===== src/rtl/mo_picture_shifter_pkg.sv =====
// Shared constants and types for the motion-object picture shifter.
`timescale 1ns/1ps
package mo_picture_shifter_pkg;

    localparam int MO_PLANES = 4;   // bit-planes per pixel
    localparam int MO_PIX    = 8;   // pixels per graphics word
    localparam int MO_CW     = 3;   // palette-select width

    // Colour 0 with all pixel bits set is the transparent code seen by the line buffer.
    localparam logic [MO_CW+MO_PLANES-1:0] MO_TRANSPARENT = {{MO_CW{1'b0}}, {MO_PLANES{1'b1}}};

    // One graphics fetch as delivered on a gld strobe.
    typedef struct packed {
        logic [MO_PLANES*MO_PIX-1:0] gfx;
        logic                        hflip;
        logic [MO_CW-1:0]            color;
    } mo_gfx_t;

endpackage


===== src/rtl/mo_picture_shifter_bitplane_shreg.sv =====
// One bit-plane of the active shifter. The first pixel of a word is taken
// straight from the parallel input at load time, so the register keeps only
// the pixels still to come and next_o is always the pixel for the next shift.
`timescale 1ns/1ps
module mo_picture_shifter_bitplane_shreg #(
    parameter int PIX = 8
) (
    input  logic           clk,
    input  logic           load_i,      // parallel load of a new word
    input  logic           shift_i,     // advance one pixel
    input  logic           load_dir_i,  // direction of the word being loaded (1 = right-to-left)
    input  logic [PIX-1:0] din_i,
    output logic           first_o,     // pixel emitted on the load edge
    output logic           next_o       // pixel emitted on the next shift edge
);

    logic [PIX-1:0] sr_q, sr_d;
    logic           dir_q, dir_d;

    // Next-state: load skips the pixel that first_o emits; shift moves toward the output end.
    always_comb begin
        sr_d  = sr_q;
        dir_d = dir_q;
        if (load_i) begin
            dir_d = load_dir_i;
            sr_d  = load_dir_i ? {1'b0, din_i[PIX-1:1]} : {din_i[PIX-2:0], 1'b0};
        end else if (shift_i) begin
            sr_d  = dir_q ? {1'b0, sr_q[PIX-1:1]} : {sr_q[PIX-2:0], 1'b0};
        end
    end

    // Pixel data only; validity is tracked by the counter in the parent.
    always_ff @(posedge clk) begin
        sr_q  <= sr_d;
        dir_q <= dir_d;
    end

    assign first_o = load_dir_i ? din_i[0] : din_i[PIX-1];
    assign next_o  = dir_q ? sr_q[0] : sr_q[PIX-1];

endmodule


===== src/rtl/mo_picture_shifter.sv =====
// Motion-object picture shifter: a holding register captures one graphics
// fetch while the active shifter serialises the previous word into
// {colour, pixel} codes for the motion-object line buffer.
`timescale 1ns/1ps
module mo_picture_shifter
    import mo_picture_shifter_pkg::*;
#(
    parameter int PLANES = MO_PLANES,
    parameter int PIX    = MO_PIX,
    parameter int CW     = MO_CW
) (
    input  logic                  clk,
    input  logic                  reset,
    input  logic                  pix_en,
    input  logic                  gld,
    input  logic [PLANES*PIX-1:0] gfx,
    input  logic                  hflip,
    input  logic [CW-1:0]         color,
    input  logic                  ovf_clr,
    output logic [CW+PLANES-1:0]  mosr,
    output logic                  busy,
    output logic                  hold_full,
    output logic                  ovf
);

    localparam int                    CNTW     = $clog2(PIX + 1);
    localparam logic [CNTW-1:0]       CNT_FULL = CNTW'(PIX);
    localparam logic [CNTW-1:0]       CNT_ONE  = CNTW'(1);
    localparam logic [CW+PLANES-1:0]  TRANSP   = {{CW{1'b0}}, {PLANES{1'b1}}};

    // Holding register
    logic [PLANES*PIX-1:0] hold_gfx_q;
    logic                  hold_hflip_q;
    logic [CW-1:0]         hold_color_q;
    logic                  hold_valid_q, hold_valid_d;

    // Active shifter control
    logic [CNTW-1:0]       cnt_q, cnt_d;
    logic [CW-1:0]         act_color_q;
    logic [CW+PLANES-1:0]  mosr_q, mosr_d;
    logic                  ovf_q, ovf_d;

    logic                  do_shift, do_xfer, do_blank;
    logic [PLANES-1:0]     first_bits, next_bits;

    // Pixel-edge decisions: keep shifting, refill from HOLD, or blank on underrun.
    always_comb begin
        do_shift = pix_en && (cnt_q > CNT_ONE);
        do_xfer  = pix_en && (cnt_q <= CNT_ONE) && hold_valid_q;
        do_blank = pix_en && (cnt_q <= CNT_ONE) && !hold_valid_q;
    end

    genvar p;
    generate
        for (p = 0; p < PLANES; p++) begin : g_plane
            mo_picture_shifter_bitplane_shreg #(.PIX(PIX)) u_shreg (
                .clk        (clk),
                .load_i     (do_xfer),
                .shift_i    (do_shift),
                .load_dir_i (hold_hflip_q),
                .din_i      (hold_gfx_q[p*PIX +: PIX]),
                .first_o    (first_bits[p]),
                .next_o     (next_bits[p])
            );
        end
    endgenerate

    // Next-state for HOLD valid, pixel counter, output code and sticky overflow.
    always_comb begin
        hold_valid_d = hold_valid_q;
        cnt_d        = cnt_q;
        mosr_d       = mosr_q;
        ovf_d        = ovf_q;

        if (gld)
            hold_valid_d = 1'b1;     // a load on the transfer edge keeps HOLD full
        else if (do_xfer)
            hold_valid_d = 1'b0;

        if (do_shift) begin
            cnt_d  = cnt_q - CNT_ONE;
            mosr_d = {act_color_q, next_bits};
        end else if (do_xfer) begin
            cnt_d  = CNT_FULL;
            mosr_d = {hold_color_q, first_bits};
        end else if (do_blank) begin
            cnt_d  = '0;
            mosr_d = TRANSP;
        end

        // A set on the same edge as a clear wins.
        if (gld && hold_valid_q && !do_xfer)
            ovf_d = 1'b1;
        else if (ovf_clr)
            ovf_d = 1'b0;
    end

    // Control state with asynchronous reset.
    always_ff @(posedge clk or posedge reset) begin
        if (reset) begin
            hold_valid_q <= 1'b0;
            cnt_q        <= '0;
            mosr_q       <= TRANSP;
            ovf_q        <= 1'b0;
        end else begin
            hold_valid_q <= hold_valid_d;
            cnt_q        <= cnt_d;
            mosr_q       <= mosr_d;
            ovf_q        <= ovf_d;
        end
    end

    // Word data: HOLD captures on gld, active colour follows a transfer.
    always_ff @(posedge clk) begin
        if (gld) begin
            hold_gfx_q   <= gfx;
            hold_hflip_q <= hflip;
            hold_color_q <= color;
        end
        if (do_xfer)
            act_color_q <= hold_color_q;
    end

    assign mosr      = mosr_q;
    assign busy      = (cnt_q != '0);
    assign hold_full = hold_valid_q;
    assign ovf       = ovf_q;

endmodule


===== config.mk =====
export PLATFORM = sky130hd
export DESIGN_NAME = mo_picture_shifter
export DESIGN_NICKNAME = d
export VERILOG_FILES = /design/src/rtl/mo_picture_shifter_pkg.sv /design/src/rtl/mo_picture_shifter_bitplane_shreg.sv /design/src/rtl/mo_picture_shifter.sv
export SDC_FILE = /design/constraint.sdc
export NUM_CORES = 1
export LEC_CHECK = 0
export ABC_AREA = 1
export BUFFER_PORTS_ARGS = -buffer_cell sky130_fd_sc_hd__buf_2
export CORE_UTILIZATION = 45
export DETAILED_ROUTE_END_ITERATION = 10
export PLACE_DENSITY = 0.7
export SLEW_MARGIN = 15
export SYNTH_ARGS = -nofsm -noshare
export SYNTH_HDL_FRONTEND = slang
export SYNTH_HIERARCHICAL = 1
export SYNTH_SLANG_ARGS = --single-unit
export TNS_END_PERCENT = 30

===== constraint.sdc =====
create_clock -name clk -period 4.55 [get_ports clk]
set_input_delay 1.1375 -clock clk [delete_from_list [all_inputs] [get_ports clk]]
set_output_delay 1.1375 -clock clk [all_outputs]
set_load 0.01 [all_outputs]

==> metrics.md <==
| Metric | Value |
|---|---|
| Status | finished clean |
| WL per Instance | 11.5 um |
| Internal power | 0.00187 W |
| ANT cells | 0 |
| Mean Syn Cell Area | 9.27 um^2 |
| Horiz. Die Dim | 100 um |
| Setup TNS | 0 ns |
| Largest net degree at the start of global routing | 53 |
| Worst VDD drop | 0.205 mV |
| Hold buffer count at cts | 0 |
| Main area contributors after synthesis | edfxtp_1, nand2_1, nand3_1, inv_1, dfrtp_1 |
| Commonest non-fill, non-tap cells in the layout | nand2_1, inv_1, edfxtp_1, nand3_1, buf_2 |
| Drt total wl | 7500 um |
| Via count of the first global-routing pass | 2903 |
| Synth top area share | 51.9% |
| Placed cell areas | 4610 um^2 |
| Nets | 561 |
| Area Overhead vs Synth | 11.7% |
| Crit path max fanout | 52 |
| Distinct cells, synth | 23 |
| Multi-input gate area | 1250 um^2 |
| Comb pwr share | 29.7% |
| Setup Fix Bufs, Post-CTS | 0 |
| Critical Path RT | 4.57 ns |
| Largest area contributor in the netlist | edfxtp_1 |
| Most common library cell in the layout ignoring fill and taps | nand2_1 |
| Drt drc | 0 |
| Core Area | 9280 um^2 |
| Layout cells sized above 1 | 17.6% |
| Total iterations of the first detailed-routing run | 4 |
| Initial antenna violation count | 0 |
| TritonCTS clock tree | built |
| Initial core utilization | 46.8% |
| Startpoint types | input port |
| Post-synthesis sequential area ratio | 59.5% |
| Clk Latency, worst-skew pair | 0.36 ns |
| Setup Crit Path Kind | in2reg |
| Switching Fraction | 33.2% |
| Root Driver | clkbuf_8 |
| Synth Net Count | 512 |
| DIE HEIGHT | 100 um |
| Switching power total | 0.000930 W |
| Die Area | 10000 um^2 |
| Global-route wire length before repair | 13000 um |
| # setup viols final | 0 |
| Gr ovfl total | 0 |
| Final instance area | 4850 um^2 |
| Min Tclk post-route | 2.51 ns |
| Seq pwr share | 47.8% |
| Static Leak | 2.33 nW |
| Max Cap Viol | 0 |
| Netlist Area Pre-Place | 4340 um^2 |
| Max clock buf depth | 2 |
| CP Data Arrival Time | 2.53 ns |
| IO Pins | 51 |
| Pwr per Cell Area | 578 nW/um^2 |
| RSZ-0062 raised after global routing | false |
| Fmax | 399 MHz |
| Total GRT Usage | 16.9% |
| FP Rows | 35 |
| Final worst path period share | 55.1% |
| Post-route ant nets | 0 |
| Slew HR | 45.5% |
| RePlAce Congestion | 0.833 |
| Post-Syn Instances | 468 |
| CTS Buf Count | 9 |
| # H-tree levels | 3 |
| Clk network pwr share | 22.4% |
| Setup Skew | 0.00859 ns |
| Slew @ Worst Pin | 0.817 ns |
| # fillers | 863 |
| Overall power | 0.00280 W |
| Max-slew violations | 0 |
| Synth Warn # | 6 |
| Crit. End Element | flop |
| Vias per cell | 4.68 |
| CTS clk-pin slew, worst paths | 0.08 ns |
| Port-buffer cells | 50 |
| Post-cts sizing count | 0 |
| Hold/Removal Path Class | reg2reg |
| Total clock sinks | 88 |
| DR vias | 3045 |
| Final hold violation count | 0 |
| DRT iter0 DRCs | 118 |
| Synth Register Bits | 88 |
| Post-DP HPWL | 5320 um |
| Register area | 2580 um^2 |
==> stage by stage <==
| step | utilization (%) | cells | setup slack (ns) | hold WS, ns |
|---|---|---|---|---|
| floorplan | - | 468 | 2.35 | 0.427 |
| global route | 52.2 | 651 | 1.94 | 0.482 |
| detailed placement | 49.7 | 635 | 1.66 | 0.443 |
| CTS | 52.2 | 651 | 2.05 | 0.462 |
| global placement | 49.7 | 635 | 1.74 | 0.433 |
| finish | 52.2 | 651 | 2.04 | 0.461 |
==> cell families (layout without fill, tap and decap cells) <==
logic type      after synthesis  in the layout  synth area share (%)
xor+xnor                      1              1                 0.202
simple gates                259            259                  26.1
compound gates               13             13                  1.64
fa+ha+maj                     3              3                 0.865
flops                        88             88                  59.5
buf+inv                     104            158                  11.7
==> power groups by stage <==
stage | sequential (W) | clock [W] | combinational [W]
after floorplan | 0.00134 | 0 | 0.000655
after global placement | 0.00135 | 0 | 0.000803
after detailed placement | 0.00136 | 0 | 0.000831
after CTS | 0.00134 | 0.000644 | 0.000838
after global routing | 0.00137 | 0.000676 | 0.000965
final | 0.00134 | 0.000628 | 0.000833
==> worst max-delay path, cell delays in order <==
cell     delay [ns]
buf_2          0.24
nand3_4        0.16
nor2_8         0.56
or2_1          0.42
==> per-layer routing <==
metal	GRT usage, %	vias up	part of all wire [%]
li1	-	1577	-
met1	22.5	1384	47
met2	26.4	69	46
met3	2.99	15	3.8
met4	9.14	0	2.4
met5	0	-	0
==> cells in the mapped netlist (all sizes together) <==
master / number
edfxtp: 75
ha: 3
dfrtp: 9
nand2: 173
inv: 91
xor2: 1
nor2: 8
or2: 4
o21bai: 1
dfstp: 4
o21ai: 10
nand3: 71
o22ai: 1
nand4: 3
o211ai: 1
buf: 13
==> registers in the layout (all words and copies together), names as in the netlist <==
name and cells:
hold_full 1, ovf 1, mosr 7, hold_hflip_q 1, act_color_q 3, g_plane.u_shreg/sr_q 32
cnt_q 4, hold_gfx_q 32, hold_color_q 3, g_plane.u_shreg/dir_q 4
==> area by class of cell <==
| type | count | share of cell area, % |
|---|---|---|
| Clock inverter | 6 | 2.22 |
| Sequential cell | 88 | 53.3 |
| Inverter | 91 | 7.46 |
| Tap cell | 129 | 3.33 |
| Timing Repair Buffer | 51 | 5.32 |
| Multi-Input combinational cell | 276 | 25.8 |
| Clock buffer | 10 | 2.63 |
==> final timing paths <==
kind	slack (ns)	to	startpoint	cells past startpoint
setup / recovery	2.04	g_plane[3].u_shreg/sr_q[6]	pix_en	4
hold / removal	0.46	act_color_q[1]	hold_color_q[1]	0
setup reg to reg	2.23	g_plane[3].u_shreg/sr_q[6]	cnt_q[0]	7
hold reg to reg	0.46	act_color_q[1]	hold_color_q[1]	0
max in group asynchronous	3.35	mosr[3]	reset	2
min in group asynchronous	0.83	cnt_q[3]	reset	2
Power figures use the tool's default switching activity.
